`src/rtl/axil_gpio_pkg.sv`:
```
// Shared constants for the tile GPIO/control register block: register map,
// AXI response codes and register bit positions.
package axil_gpio_pkg;

  localparam logic [3:0] CTRL_OFFSET    = 4'h0;
  localparam logic [3:0] STATUS_OFFSET  = 4'h4;
  localparam logic [3:0] SCRATCH_OFFSET = 4'h8;

  // Register select is addr[3:2]; the fourth slot is intentionally unmapped.
  typedef enum logic [1:0] {
    REG_CTRL     = CTRL_OFFSET[3:2],
    REG_STATUS   = STATUS_OFFSET[3:2],
    REG_SCRATCH  = SCRATCH_OFFSET[3:2],
    REG_UNMAPPED = 2'd3
  } reg_sel_e;

  localparam logic [1:0] RESP_OKAY   = 2'b00;
  localparam logic [1:0] RESP_SLVERR = 2'b10;

  localparam int CTRL_RUN_BIT    = 0;
  localparam int STATUS_TRAP_BIT = 0;
  localparam int STATUS_RSTN_BIT = 1;

  function automatic logic [31:0] apply_wstrb(input logic [31:0] old_val,
                                              input logic [31:0] new_val,
                                              input logic [3:0]  strb);
    logic [31:0] res;
    res = old_val;
    for (int i = 0; i < 4; i++) begin
      if (strb[i]) res[8*i +: 8] = new_val[8*i +: 8];
    end
    return res;
  endfunction

endpackage

```
`src/rtl/axil_gpio_ctrl_if.sv`:
```
// AXI-lite register-access bundle between the interconnect GPIO port and the
// tile control block.
interface axil_gpio_ctrl_if #(
  parameter int ADDR_WIDTH = 32
);
  logic [ADDR_WIDTH-1:0] awaddr;
  logic                  awvalid;
  logic                  awready;
  logic [31:0]           wdata;
  logic [3:0]            wstrb;
  logic                  wvalid;
  logic                  wready;
  logic [1:0]            bresp;
  logic                  bvalid;
  logic                  bready;
  logic [ADDR_WIDTH-1:0] araddr;
  logic                  arvalid;
  logic                  arready;
  logic [31:0]           rdata;
  logic [1:0]            rresp;
  logic                  rvalid;
  logic                  rready;

  modport master (
    output awaddr, awvalid, wdata, wstrb, wvalid, bready, araddr, arvalid, rready,
    input  awready, wready, bresp, bvalid, arready, rdata, rresp, rvalid
  );

  modport slave (
    input  awaddr, awvalid, wdata, wstrb, wvalid, bready, araddr, arvalid, rready,
    output awready, wready, bresp, bvalid, arready, rdata, rresp, rvalid
  );
endinterface

```
`src/rtl/axil_gpio_ctrl.sv`:
```
// Tile control/status registers behind AXI-lite: CTRL.RUN, sticky TRAP,
// SCRATCH, and a CPU reset that is held low for RST_HOLD cycles after RUN rises.
module axil_gpio_ctrl
  import axil_gpio_pkg::*;
#(
  parameter int ADDR_WIDTH = 32,
  parameter int RST_HOLD   = 16
) (
  input  logic            clk,
  input  logic            rst_n,
  axil_gpio_ctrl_if.slave s_axil,
  input  logic            cpu_trap,
  output logic            cpu_resetn
);

  localparam logic [7:0] HOLD_LOAD = 8'(RST_HOLD);

  logic        aw_full, w_full;
  logic        aw_ready_q, w_ready_q, ar_ready_q;
  reg_sel_e    aw_sel;
  logic [31:0] w_data;
  logic [3:0]  w_strb;
  logic        b_valid_q, r_valid_q;
  logic [1:0]  b_resp_q, r_resp_q;
  logic [31:0] r_data_q;

  logic        ctrl_run, trap;
  logic [31:0] scratch;
  logic [7:0]  hold_cnt;

  logic        aw_hs, w_hs, ar_hs, commit, trap_clr;
  logic        aw_full_nxt, w_full_nxt, r_valid_nxt;
  reg_sel_e    ar_sel;
  logic [31:0] rd_data;
  logic [1:0]  rd_resp;

  assign aw_hs  = s_axil.awvalid && aw_ready_q;
  assign w_hs   = s_axil.wvalid  && w_ready_q;
  assign ar_hs  = s_axil.arvalid && ar_ready_q;
  // A held response blocks the commit; the holders may still refill behind it.
  assign commit = aw_full && w_full && !b_valid_q;

  assign aw_full_nxt = aw_hs || (aw_full && !commit);
  assign w_full_nxt  = w_hs  || (w_full  && !commit);
  assign r_valid_nxt = ar_hs || (r_valid_q && !s_axil.rready);

  assign trap_clr = commit && (aw_sel == REG_STATUS) && w_strb[0] && w_data[STATUS_TRAP_BIT];
  assign ar_sel   = reg_sel_e'(s_axil.araddr[3:2]);

  // NOTE: every always_comb output gets a default first so no path infers a latch.
  always_comb begin
    rd_data = '0;
    rd_resp = RESP_OKAY;
    case (ar_sel)
      REG_CTRL:    rd_data[CTRL_RUN_BIT] = ctrl_run;
      REG_STATUS: begin
        rd_data[STATUS_TRAP_BIT] = trap;
        rd_data[STATUS_RSTN_BIT] = cpu_resetn;
      end
      REG_SCRATCH: rd_data = scratch;
      default:     rd_resp = RESP_SLVERR;
    endcase
  end

  // NOTE: sequential state uses non-blocking assignments so every flop samples pre-edge values.
  always_ff @(posedge clk or negedge rst_n) begin
    if (!rst_n) begin
      aw_full    <= 1'b0;
      w_full     <= 1'b0;
      aw_ready_q <= 1'b0;
      w_ready_q  <= 1'b0;
      ar_ready_q <= 1'b0;
      aw_sel     <= REG_CTRL;
      w_data     <= '0;
      w_strb     <= '0;
      b_valid_q  <= 1'b0;
      b_resp_q   <= RESP_OKAY;
      r_valid_q  <= 1'b0;
      r_resp_q   <= RESP_OKAY;
      r_data_q   <= '0;
    end else begin
      aw_full    <= aw_full_nxt;
      w_full     <= w_full_nxt;
      aw_ready_q <= !aw_full_nxt;
      w_ready_q  <= !w_full_nxt;
      ar_ready_q <= !r_valid_nxt;
      r_valid_q  <= r_valid_nxt;
      if (aw_hs) aw_sel <= reg_sel_e'(s_axil.awaddr[3:2]);
      if (w_hs) begin
        w_data <= s_axil.wdata;
        w_strb <= s_axil.wstrb;
      end
      if (ar_hs) begin
        r_data_q <= rd_data;
        r_resp_q <= rd_resp;
      end
      if (commit) begin
        b_valid_q <= 1'b1;
        b_resp_q  <= (aw_sel == REG_UNMAPPED) ? RESP_SLVERR : RESP_OKAY;
      end else if (s_axil.bready) begin
        b_valid_q <= 1'b0;
      end
    end
  end

  always_ff @(posedge clk or negedge rst_n) begin
    if (!rst_n) begin
      ctrl_run   <= 1'b0;
      scratch    <= '0;
      trap       <= 1'b0;
      hold_cnt   <= '0;
      cpu_resetn <= 1'b0;
    end else begin
      if (commit && (aw_sel == REG_CTRL) && w_strb[0]) ctrl_run <= w_data[CTRL_RUN_BIT];
      if (commit && (aw_sel == REG_SCRATCH)) scratch <= apply_wstrb(scratch, w_data, w_strb);
      // Set wins over a same-cycle W1C so a trap is never lost.
      trap <= (trap && !trap_clr) || (cpu_trap && cpu_resetn);
      if (!ctrl_run) begin
        hold_cnt   <= HOLD_LOAD;
        cpu_resetn <= 1'b0;
      end else begin
        if (hold_cnt != 8'd0) hold_cnt <= hold_cnt - 8'd1;
        cpu_resetn <= (hold_cnt == 8'd0);
      end
    end
  end

  assign s_axil.awready = aw_ready_q;
  assign s_axil.wready  = w_ready_q;
  assign s_axil.arready = ar_ready_q;
  assign s_axil.bvalid  = b_valid_q;
  assign s_axil.bresp   = b_resp_q;
  assign s_axil.rvalid  = r_valid_q;
  assign s_axil.rresp   = r_resp_q;
  assign s_axil.rdata   = r_data_q;

  logic unused_addr_bits;
  assign unused_addr_bits = ^{s_axil.awaddr[ADDR_WIDTH-1:4], s_axil.awaddr[1:0],
                              s_axil.araddr[ADDR_WIDTH-1:4], s_axil.araddr[1:0]};

endmodule

```
`src/flat_wrapper.sv`:
```
// flat-port wrapper written by rule: the top's interface ports become plain ports
module axil_gpio_ctrl_flat import axil_gpio_pkg::*;
#(
  parameter int ADDR_WIDTH = 32,
  parameter int RST_HOLD   = 16
)
  (clk, rst_n, cpu_trap, cpu_resetn, s_axil_awaddr, s_axil_awvalid, s_axil_wdata, s_axil_wstrb, s_axil_wvalid, s_axil_bready, s_axil_araddr, s_axil_arvalid, s_axil_rready, s_axil_awready, s_axil_wready, s_axil_bresp, s_axil_bvalid, s_axil_arready, s_axil_rdata, s_axil_rresp, s_axil_rvalid);
  axil_gpio_ctrl_if #(.ADDR_WIDTH(ADDR_WIDTH)) s_axil_i ();
  input  logic clk;
  input  logic rst_n;
  input  logic cpu_trap;
  output logic cpu_resetn;
  input wire logic [$bits(s_axil_i.awaddr)-1:0] s_axil_awaddr;
  input wire logic [$bits(s_axil_i.awvalid)-1:0] s_axil_awvalid;
  input wire logic [$bits(s_axil_i.wdata)-1:0] s_axil_wdata;
  input wire logic [$bits(s_axil_i.wstrb)-1:0] s_axil_wstrb;
  input wire logic [$bits(s_axil_i.wvalid)-1:0] s_axil_wvalid;
  input wire logic [$bits(s_axil_i.bready)-1:0] s_axil_bready;
  input wire logic [$bits(s_axil_i.araddr)-1:0] s_axil_araddr;
  input wire logic [$bits(s_axil_i.arvalid)-1:0] s_axil_arvalid;
  input wire logic [$bits(s_axil_i.rready)-1:0] s_axil_rready;
  output wire logic [$bits(s_axil_i.awready)-1:0] s_axil_awready;
  output wire logic [$bits(s_axil_i.wready)-1:0] s_axil_wready;
  output wire logic [$bits(s_axil_i.bresp)-1:0] s_axil_bresp;
  output wire logic [$bits(s_axil_i.bvalid)-1:0] s_axil_bvalid;
  output wire logic [$bits(s_axil_i.arready)-1:0] s_axil_arready;
  output wire logic [$bits(s_axil_i.rdata)-1:0] s_axil_rdata;
  output wire logic [$bits(s_axil_i.rresp)-1:0] s_axil_rresp;
  output wire logic [$bits(s_axil_i.rvalid)-1:0] s_axil_rvalid;
  assign s_axil_i.awaddr = s_axil_awaddr;
  assign s_axil_i.awvalid = s_axil_awvalid;
  assign s_axil_i.wdata = s_axil_wdata;
  assign s_axil_i.wstrb = s_axil_wstrb;
  assign s_axil_i.wvalid = s_axil_wvalid;
  assign s_axil_i.bready = s_axil_bready;
  assign s_axil_i.araddr = s_axil_araddr;
  assign s_axil_i.arvalid = s_axil_arvalid;
  assign s_axil_i.rready = s_axil_rready;
  assign s_axil_awready = s_axil_i.awready;
  assign s_axil_wready = s_axil_i.wready;
  assign s_axil_bresp = s_axil_i.bresp;
  assign s_axil_bvalid = s_axil_i.bvalid;
  assign s_axil_arready = s_axil_i.arready;
  assign s_axil_rdata = s_axil_i.rdata;
  assign s_axil_rresp = s_axil_i.rresp;
  assign s_axil_rvalid = s_axil_i.rvalid;
  axil_gpio_ctrl #(.ADDR_WIDTH(ADDR_WIDTH), .RST_HOLD(RST_HOLD)) u_core (.clk(clk), .rst_n(rst_n), .s_axil(s_axil_i), .cpu_trap(cpu_trap), .cpu_resetn(cpu_resetn));
endmodule
```
`config.mk`:
```
export PLATFORM = sky130hd
export DESIGN_NAME = axil_gpio_ctrl_flat
export DESIGN_NICKNAME = d
export VERILOG_FILES = /design/src/rtl/axil_gpio_pkg.sv /design/src/rtl/axil_gpio_ctrl_if.sv /design/src/rtl/axil_gpio_ctrl.sv /design/src/flat_wrapper.sv
export SDC_FILE = /design/constraint.sdc
export NUM_CORES = 1
export LEC_CHECK = 0
export ABC_AREA = 1
export CORE_AREA = 2 2 103 105
export DETAILED_ROUTE_END_ITERATION = 16
export DIE_AREA = 0 0 105 107
export GPL_TIMING_DRIVEN = 0
export MAX_ROUTING_LAYER = met4
export PLACE_DENSITY = 0.84
export SLEW_MARGIN = 30
export SYNTH_ARGS = -nofsm -noshare
export SYNTH_HDL_FRONTEND = slang
export SYNTH_SLANG_ARGS = --single-unit
```
`constraint.sdc`:
```
create_clock -name clk -period 3.3 [get_ports clk]
set_input_delay 0.99 -clock clk [delete_from_list [all_inputs] [get_ports clk]]
set_output_delay 0.99 -clock clk [all_outputs]
set_load 0.02 [all_outputs]
```
# After elaboration in Yosys (flattened, before gate mapping)
# Cells that the tools add are included.
# classes
addsub	1
eq_ne	6
n_mux	10
reduce_logical	37
# op_table
op	count
2-to-1 mux 30 bit	1
logical AND 1 bit	16
2-to-1 mux 8 bit	2
logical NOT 8 bit	1
AND reduction 2 bit	4
nonzero test 8 bit	1
subtractor 8 x 1 -> 8 bit, second input constant	1
logical NOT 1 bit	7
== test 2 bit, second input constant	3
== test 2 x 1 -> 1 bit, second input constant	2
logical NOT 2 bit	2
logical OR 1 bit	4
2-to-1 mux 2 bit	2
2-to-1 mux 1 bit	3
one-hot mux 1 bit (3 select lines)	1
OR reduction 3 bit	1
!= test 2 bit, second input constant	1
one-hot mux 1 bit (2 select lines)	1
nonzero test 2 bit	1
# totals
register_bits	124
inputBits	108
output_inout_bits	42

# Depth between registers and ports, before layout
# Gate-level depths: netlist of run 1.
# logic_depth
word_depth	8
mapped_depth	7

# Worst setup path after synthesis of run 1
# No wires, ideal clock.
# synth_timing
path_kind	input -> register
start	in s_axil_wvalid
end	reg u_core.w_data[10]
arrival_time_ns	1.682
required_time_ns	3.175
setup_slack_ns	1.493
path_stages	3
n_path_buf	1
path_cell_list	nand2_1 -> buf_2 -> mux2_2
# synth_between
elab_chain_cells	1
# synth_rtl
item	line_no	source
start, declared	flat_wrapper.sv:17	input wire logic [$bits(s_axil_i.wvalid)-1:0] s_axil_wvalid;
logical AND 1 bit	axil_gpio_ctrl.sv:38	assign w_hs = s_axil.wvalid && w_ready_q;
end signal, assigned	axil_gpio_ctrl.sv:90	w_data <= s_axil.wdata;
end, declared	axil_gpio_ctrl.sv:21	logic [31:0] w_data;
# No other way between the ends.
# A chain may end at the register's enable or synchronous reset.

# Worst setup path after layout of run 1
# layout_timing
start	reg u_core.r_data_q[29] (netlist: u_core.s_axil.rdata[29])
end	out s_axil_rdata[29]
# layout_rtl
item	line_no	source
start, declared	axil_gpio_ctrl.sv:25	logic [31:0] r_data_q;
start signal, assigned	axil_gpio_ctrl.sv:94	r_data_q <= rd_data;
end, declared	flat_wrapper.sv:27	output wire logic [$bits(s_axil_i.rdata)-1:0] s_axil_rdata;
# No word-level cell between the ends.

==> metrics.csv, run 1 <==
metric,value,unit
status,completed,
pre-CTS setup slack,611,ps
# IOs,150,
Syn-to-layout area delta,34.2,%
largest net degree at the start of global routing,68,
CTS Hold Buffers Added,0,
starting density of the core,0.487,
"commonest non-fill, non-tap cell in the layout",nand2_1,
r2r setup slk,1870,ps
Max IR drop VDD,0.000486,V
Placer Congestion,0.853,
most frequent cells in the layout,"186 x nand2_1, 122 x dfrtp_1, 86 x clkdlybuf4s50_1",
clock latency on the worst-skew pair,510,ps
routed wire length,10.9,mm
fin nets,711,
Clock Tree Buf Depth,2,
via count,3754,
Final Non-Filler Cells,746,
Finish-stage setup viols,0,
CTS clock-pin slew for the worst setup and hold paths,60,ps
Fin Hold WS,377,ps
Synth Register Bits,122,
Worst setup SP type,register,
critical path's slowest cell,clkdlybuf4s50_1,
dpl hpwl,7.37,mm
clock power share,0.327,
Synth warnings,0,
H-tree depth,4,
"Max FO, Critical Path",2,
met3 WL,536,um
Clock Tree Root,clkbuf_8,
CP Class,reg -> out,
top cell type's share of synthesized area,0.621,
leakage,3.10,nW
initial DRC count,249,
width of the die,105,um
sequential-to-total area share from yosys stat,0.621,
switching power total,1.85,mW
Final Slew Violations,0,
DP Cell Count,714,
first-pass GRT wire length,18.5,mm
Pre-Repair DR Iteration Count,5,
Arrival @ worst endpoint,1510,ps
fin worst setup slack,799,ps
routed length per placed instance,14.6,um
CP top delay family,buffers and inverters,
Hold Path Class,in -> async,
Syn Area/Cell,10.1,um^2
setup TNS,0,ps
max-cap violations,0,
layout cells sized above 1,0.136,
Cell Rows,37,
Worst Setup End Kind,output port,
Critical Path RT,2310,ps
Internal,3.88,mW
drt via density,5.03,
CP Buf/Inv Count,1,
clock sink count,122,
vias in the first global route,3917,
Syn Inst Count,489,
Die Area,11200,um^2
CTS buffer count,17,
synth top area cells,"dfrtp_1 62%, nand2_1 14%, mux2_2 7.1%, o21ai_0 3.9%, inv_1 2.1%",
grt ovf,0,
# resized after CTS,0,
combinational share of power,0.256,
cell area after synthesis,4910,um^2
post-route ant nets,0,
# DRC,0,
met1 WL,4.51,mm
part of the power in registers,0.417,
critical path's largest stage delay,620,ps
CP Cell Sequence,clkdlybuf4s50_1,
number of diodes,0,
I/O Buffers,87,
final hold vios,0,
highest metal used,met4,
FMAX,0.400,GHz
core box area,10100,um^2
min Tclk post-route,2500,ps
part of the cycle the worst path needs,0.758,
Post-CTS Setup Bufs,0,
RSZ-0062 raised after global routing,false,
CTS tree,done,
gr usage total,0.216,
Netlist cell types,21,
Met2 Wirelength,5.68,mm
initial antenna violation count,0,
die span in y,107,um
Yosys top cell by area,dfrtp_1,
Sw Ratio,0.322,
Final Skew,7.99,ps
Power Density,868,nW/um^2
## sequential cells by signal, indices dropped and copies added (netlist names), 2 cells and up
name / count
u_core.w_strb: 4
u_core.hold_cnt: 8
u_core.s_axil.rdata: 32
u_core.scratch: 32
u_core.w_data: 32
u_core.aw_sel: 2
## cells in the mapped netlist
library cell	n
a21oi_1	10
a21boi_0	2
nand2_4	1
o21ai_0	38
nor2_4	6
nand2_1	186
ha_1	6
a22o_1	3
conb_1	1
clkbuf_1	8
buf_2	4
nor4_1	1
nand3_4	1
dfrtp_1	122
inv_2	1
mux2_2	31
nand3_1	12
nor2_1	23
inv_1	28
nor3_4	1
buf_4	4
## metal layers
| metal | global-route usage | vias up |
|---|---|---|
| li1 | - | 1772 |
| met1 | 0.252 | 1848 |
| met2 | 0.367 | 117 |
| met3 | 0.0492 | 17 |
| met4 | 0.0838 | 0 |
| met5 | - | - |
## cell families (layout without fill, tap and decap cells)
kind of cell               Yosys count  in the layout  synth area share
buffers and inverters               45            165            0.0384
muxes                               31             31            0.0710
DFF                                122            122             0.621
AOI/OAI and AO/OA                   53             53            0.0573
adders and majority gates            6              6            0.0153
and+or+nand+nor                    231            231             0.196
other                                1              2          0.000763
## worst register-to-register path, delay by kind of cell (launching register included)
family / cells / cell delay [ps]
simple gates: 5 / 830
flops: 1 / 400
buf+inv: 1 / 80
## final cells by class
type,count,area [um^2]
Clock buffer,17,414
Buffer,16,80.1
Clock inverter,15,188
Timing Repair Buffer,88,903
Sequential cell,122,3050
Fill cell,798,3500
Multi-Input combinational cell,323,1680
Tap cell,136,170
Inverter,29,109
## metrics by stage
step / instance area (um^2) / util / power [mW]
floorplan: 4920 / - / 3.28
global placement: 5960 / 0.591 / 3.73
detailed placement: 5990 / 0.594 / 3.84
CTS: 6590 / 0.653 / 5.75
global route: 6590 / 0.653 / 6.05
finish: 6590 / 0.653 / 5.72
## final timing paths
check,from,end,cells past startpoint
min,rst_n,u_core.s_axil.rdata[20],1
max,u_core.s_axil.rdata[29],s_axil_rdata[29],1
max reg2reg,u_core.s_axil.bvalid,u_core.scratch[22],6
max in group asynchronous,rst_n,u_core.hold_cnt[4],2
min in group clk,u_core.w_data[18],u_core.scratch[18],2
min reg2reg,u_core.w_data[18],u_core.scratch[18],2
## power groups by stage
stage	registers (mW)	logic (mW)	clock network (mW)
after floorplan	2.42	0.865	0
final	2.39	1.46	1.87
after global routing	2.44	1.64	1.96
after global placement	2.36	1.38	0
after detailed placement	2.38	1.46	0
after CTS	2.38	1.48	1.89
(Power assumes the default switching activity.)
==> inputs of run 2 (changes only) <==
--- a/config.mk
+++ b/config.mk
@@ -6,12 +6,12 @@
 export NUM_CORES = 1
 export LEC_CHECK = 0
 export ABC_AREA = 1
-export CORE_AREA = 2 2 103 105
+export CORE_AREA = 2 2 112 114
 export DETAILED_ROUTE_END_ITERATION = 16
-export DIE_AREA = 0 0 105 107
+export DIE_AREA = 0 0 114 116
 export GPL_TIMING_DRIVEN = 0
 export MAX_ROUTING_LAYER = met4
-export PLACE_DENSITY = 0.84
+export PLACE_DENSITY = 0.75
 export SLEW_MARGIN = 30
 export SYNTH_ARGS = -nofsm -noshare
 export SYNTH_HDL_FRONTEND = slang
==> constraint.sdc (replaced) <==
create_clock -name clk -period 2.1 [get_ports clk]
set_input_delay 0.63 -clock clk [delete_from_list [all_inputs] [get_ports clk]]
set_output_delay 0.63 -clock clk [all_outputs]
set_load 0.02 [all_outputs]
==> run 2 against run 1 <==
Net effect: cell count up 1.3%; routed wire length is 2.2% higher; non-clock buffer count unchanged.
==> metrics.csv, run 2 (synthesis gave the netlist of run 1 again) <==
metric,value,unit,change
CTS tree,done,,unchanged
met1 WL,4.95,mm,was 4.51 mm
met3 WL,487,um,was 536 um
CP Cell Sequence,clkdlybuf4s50_1,,unchanged
Final Skew,8.92,ps,was 7.99 ps
grt ovf,0,,unchanged
# IOs,150,,unchanged
FMAX,0.490,GHz,
fin nets,711,,unchanged
pre-CTS setup slack,-311,ps,was 611 ps
clock latency on the worst-skew pair,400,ps,was 510 ps
max-cap violations,0,,unchanged
fin worst setup slack,60.8,ps,was 799 ps
Worst Setup End Kind,output port,,unchanged
initial DRC count,182,,was 249
initial antenna violation count,0,,unchanged
Met2 Wirelength,5.60,mm,was 5.68 mm
RR Endpoint,u_core.s_axil.rdata[27],,was u_core.scratch[22]
I/O Buffers,87,,unchanged
Arrival @ worst endpoint,1410,ps,was 1510 ps
r2r setup slk,630,ps,was 1870 ps
CP Class,reg -> out,,unchanged
largest net degree at the start of global routing,72,,was 68
critical path's slowest cell,clkdlybuf4s50_1,,unchanged
Finish-stage setup viols,0,,unchanged
"commonest non-fill, non-tap cell in the layout",nand2_1,,unchanged
CTS clock-pin slew for the worst setup and hold paths,50,ps,was 60 ps
Die Area,13200,um^2,was 11200 um^2
die span in y,116,um,was 107 um
drt via density,4.87,,was 5.03
setup TNS,0,ps,unchanged
gr usage total,0.184,,was 0.216
fill count,1025,,was 798
dpl hpwl,7.54,mm,was 7.37 mm
Cell Rows,40,,was 37
Placer Congestion,0.817,,was 0.853
highest metal used,met4,,unchanged
FF+latch area,3050,um^2,unchanged
Final Slew Violations,0,,unchanged
vias in the first global route,3687,,was 3917
min Tclk post-route,2040,ps,
Pre-Repair DR Iteration Count,5,,unchanged
FF-to-FF path depth,4,,was 6
CP Buf/Inv Count,1,,unchanged
routed wire length,11.2,mm,was 10.9 mm
worst slew pin tran,503,ps,
Clock Tree Root,clkbuf_16,,was clkbuf_8
Clock Tree Buf Depth,2,,unchanged
"Max FO, Critical Path",3,,was 2
core box area,11900,um^2,was 10100 um^2
layout cells sized above 1,0.136,,about the same
Power Density,1370,nW/um^2,was 868 nW/um^2
final hold vios,0,,unchanged
CTS buffer count,17,,unchanged
part of the cycle the worst path needs,0.971,,
leakage,3.10,nW,about the same
Critical Path RT,1470,ps,was 2310 ps
Hold Path Class,in -> async,,unchanged
first-pass GRT wire length,18.2,mm,was 18.5 mm
# DRC,0,,unchanged
headroom to the max-slew limit,0.664,,
CP top delay family,buffers and inverters,,unchanged
Max IR drop VDD,0.000604,V,was 0.000486 V
RR Startpoint,u_core.s_axil.arready,,was u_core.s_axil.bvalid
number of diodes,0,,unchanged
RSZ-0062 raised after global routing,false,,unchanged
clock sink count,122,,unchanged
CTS Hold Buffers Added,0,,unchanged
most frequent cells in the layout,"186 x nand2_1, 122 x dfrtp_1, 86 x clkdlybuf4s50_1",,unchanged
via count,3682,,was 3754
multi-input logic area,1680,um^2,unchanged
routed length per placed instance,14.8,um,was 14.6 um
Tot Pwr,9.10,mW,was 5.72 mW
Worst setup SP type,register,,unchanged
critical path's largest stage delay,620,ps,about the same
Syn-to-layout area delta,34.9,%,was 34.2%
starting density of the core,0.413,,was 0.487
width of the die,114,um,was 105 um
H-tree depth,4,,unchanged
post-route ant nets,0,,unchanged
status,completed,,unchanged
[run 2: cell count changes in the layout (fill, tap and decap cells not counted)]
cell        delta
clkbuf_1       -1
clkbuf_16      +1
clkbuf_8       -1
clkinvlp_4     +2
inv_6          -4
bufinv_16      +1
clkbuf_2       +1
[run 2: how the worst max path moves through the flow]
stage | slack [ps] | startpoint | end | depth (start not counted)
after floorplan | 650 | s_axil_wvalid | u_core.w_data[10] | 3
after global placement | -4080 | rst_n | u_core.s_axil.rdata[13] | 1
after detailed placement | -310 | s_axil_araddr[2] | u_core.s_axil.rdata[31] | 6
after CTS | 40 | u_core.cpu_resetn | cpu_resetn | 1
after global routing | 10 | u_core.s_axil.rdata[29] | s_axil_rdata[29] | 1
final | 60 | u_core.cpu_resetn | cpu_resetn | 1
[run 2: metal layers]
layer,track usage,vias up
li1,-,1777
met1,0.225,1793
met2,0.306,101
met3,0.0371,11
met4,0.0659,0
met5,-,-
[run 2: stage by stage]
| stage | area, um^2 | std cells | hold WS (ps) | utilization |
|---|---|---|---|---|
| after detailed placement | 6010 | 725 | 453 | 0.504 |
| after CTS | 6630 | 756 | 140 | 0.557 |
| after global routing | 6630 | 756 | 155 | 0.557 |
| after global placement | 5970 | 724 | 445 | 0.501 |
| after floorplan | 4920 | 490 | 334 | - |
| final | 6630 | 756 | 134 | 0.557 |
[run 2: timing repair]
action	in CTS	in global routing
gates resized for setup	0	2
setup buffers	0	0
setup endpoints to repair	0	1
[run 2: area by class of cell]
| class | count | area share |
|---|---|---|
| sequential | 122 | 0.460 |
| multi-input combinational | 323 | 0.253 |
| timing repair buffer | 88 | 0.136 |
| clock buffer | 17 | 0.0642 |
| clock inverter | 14 | 0.0298 |
| tap | 147 | 0.0277 |
| inverter | 29 | 0.0164 |
| buffer | 16 | 0.0123 |
[run 2: power by group]
part | switching, mW | internal [mW]
registers | 0.511 | 3.22
logic | 1.27 | 1.05
clock network | 1.06 | 1.98
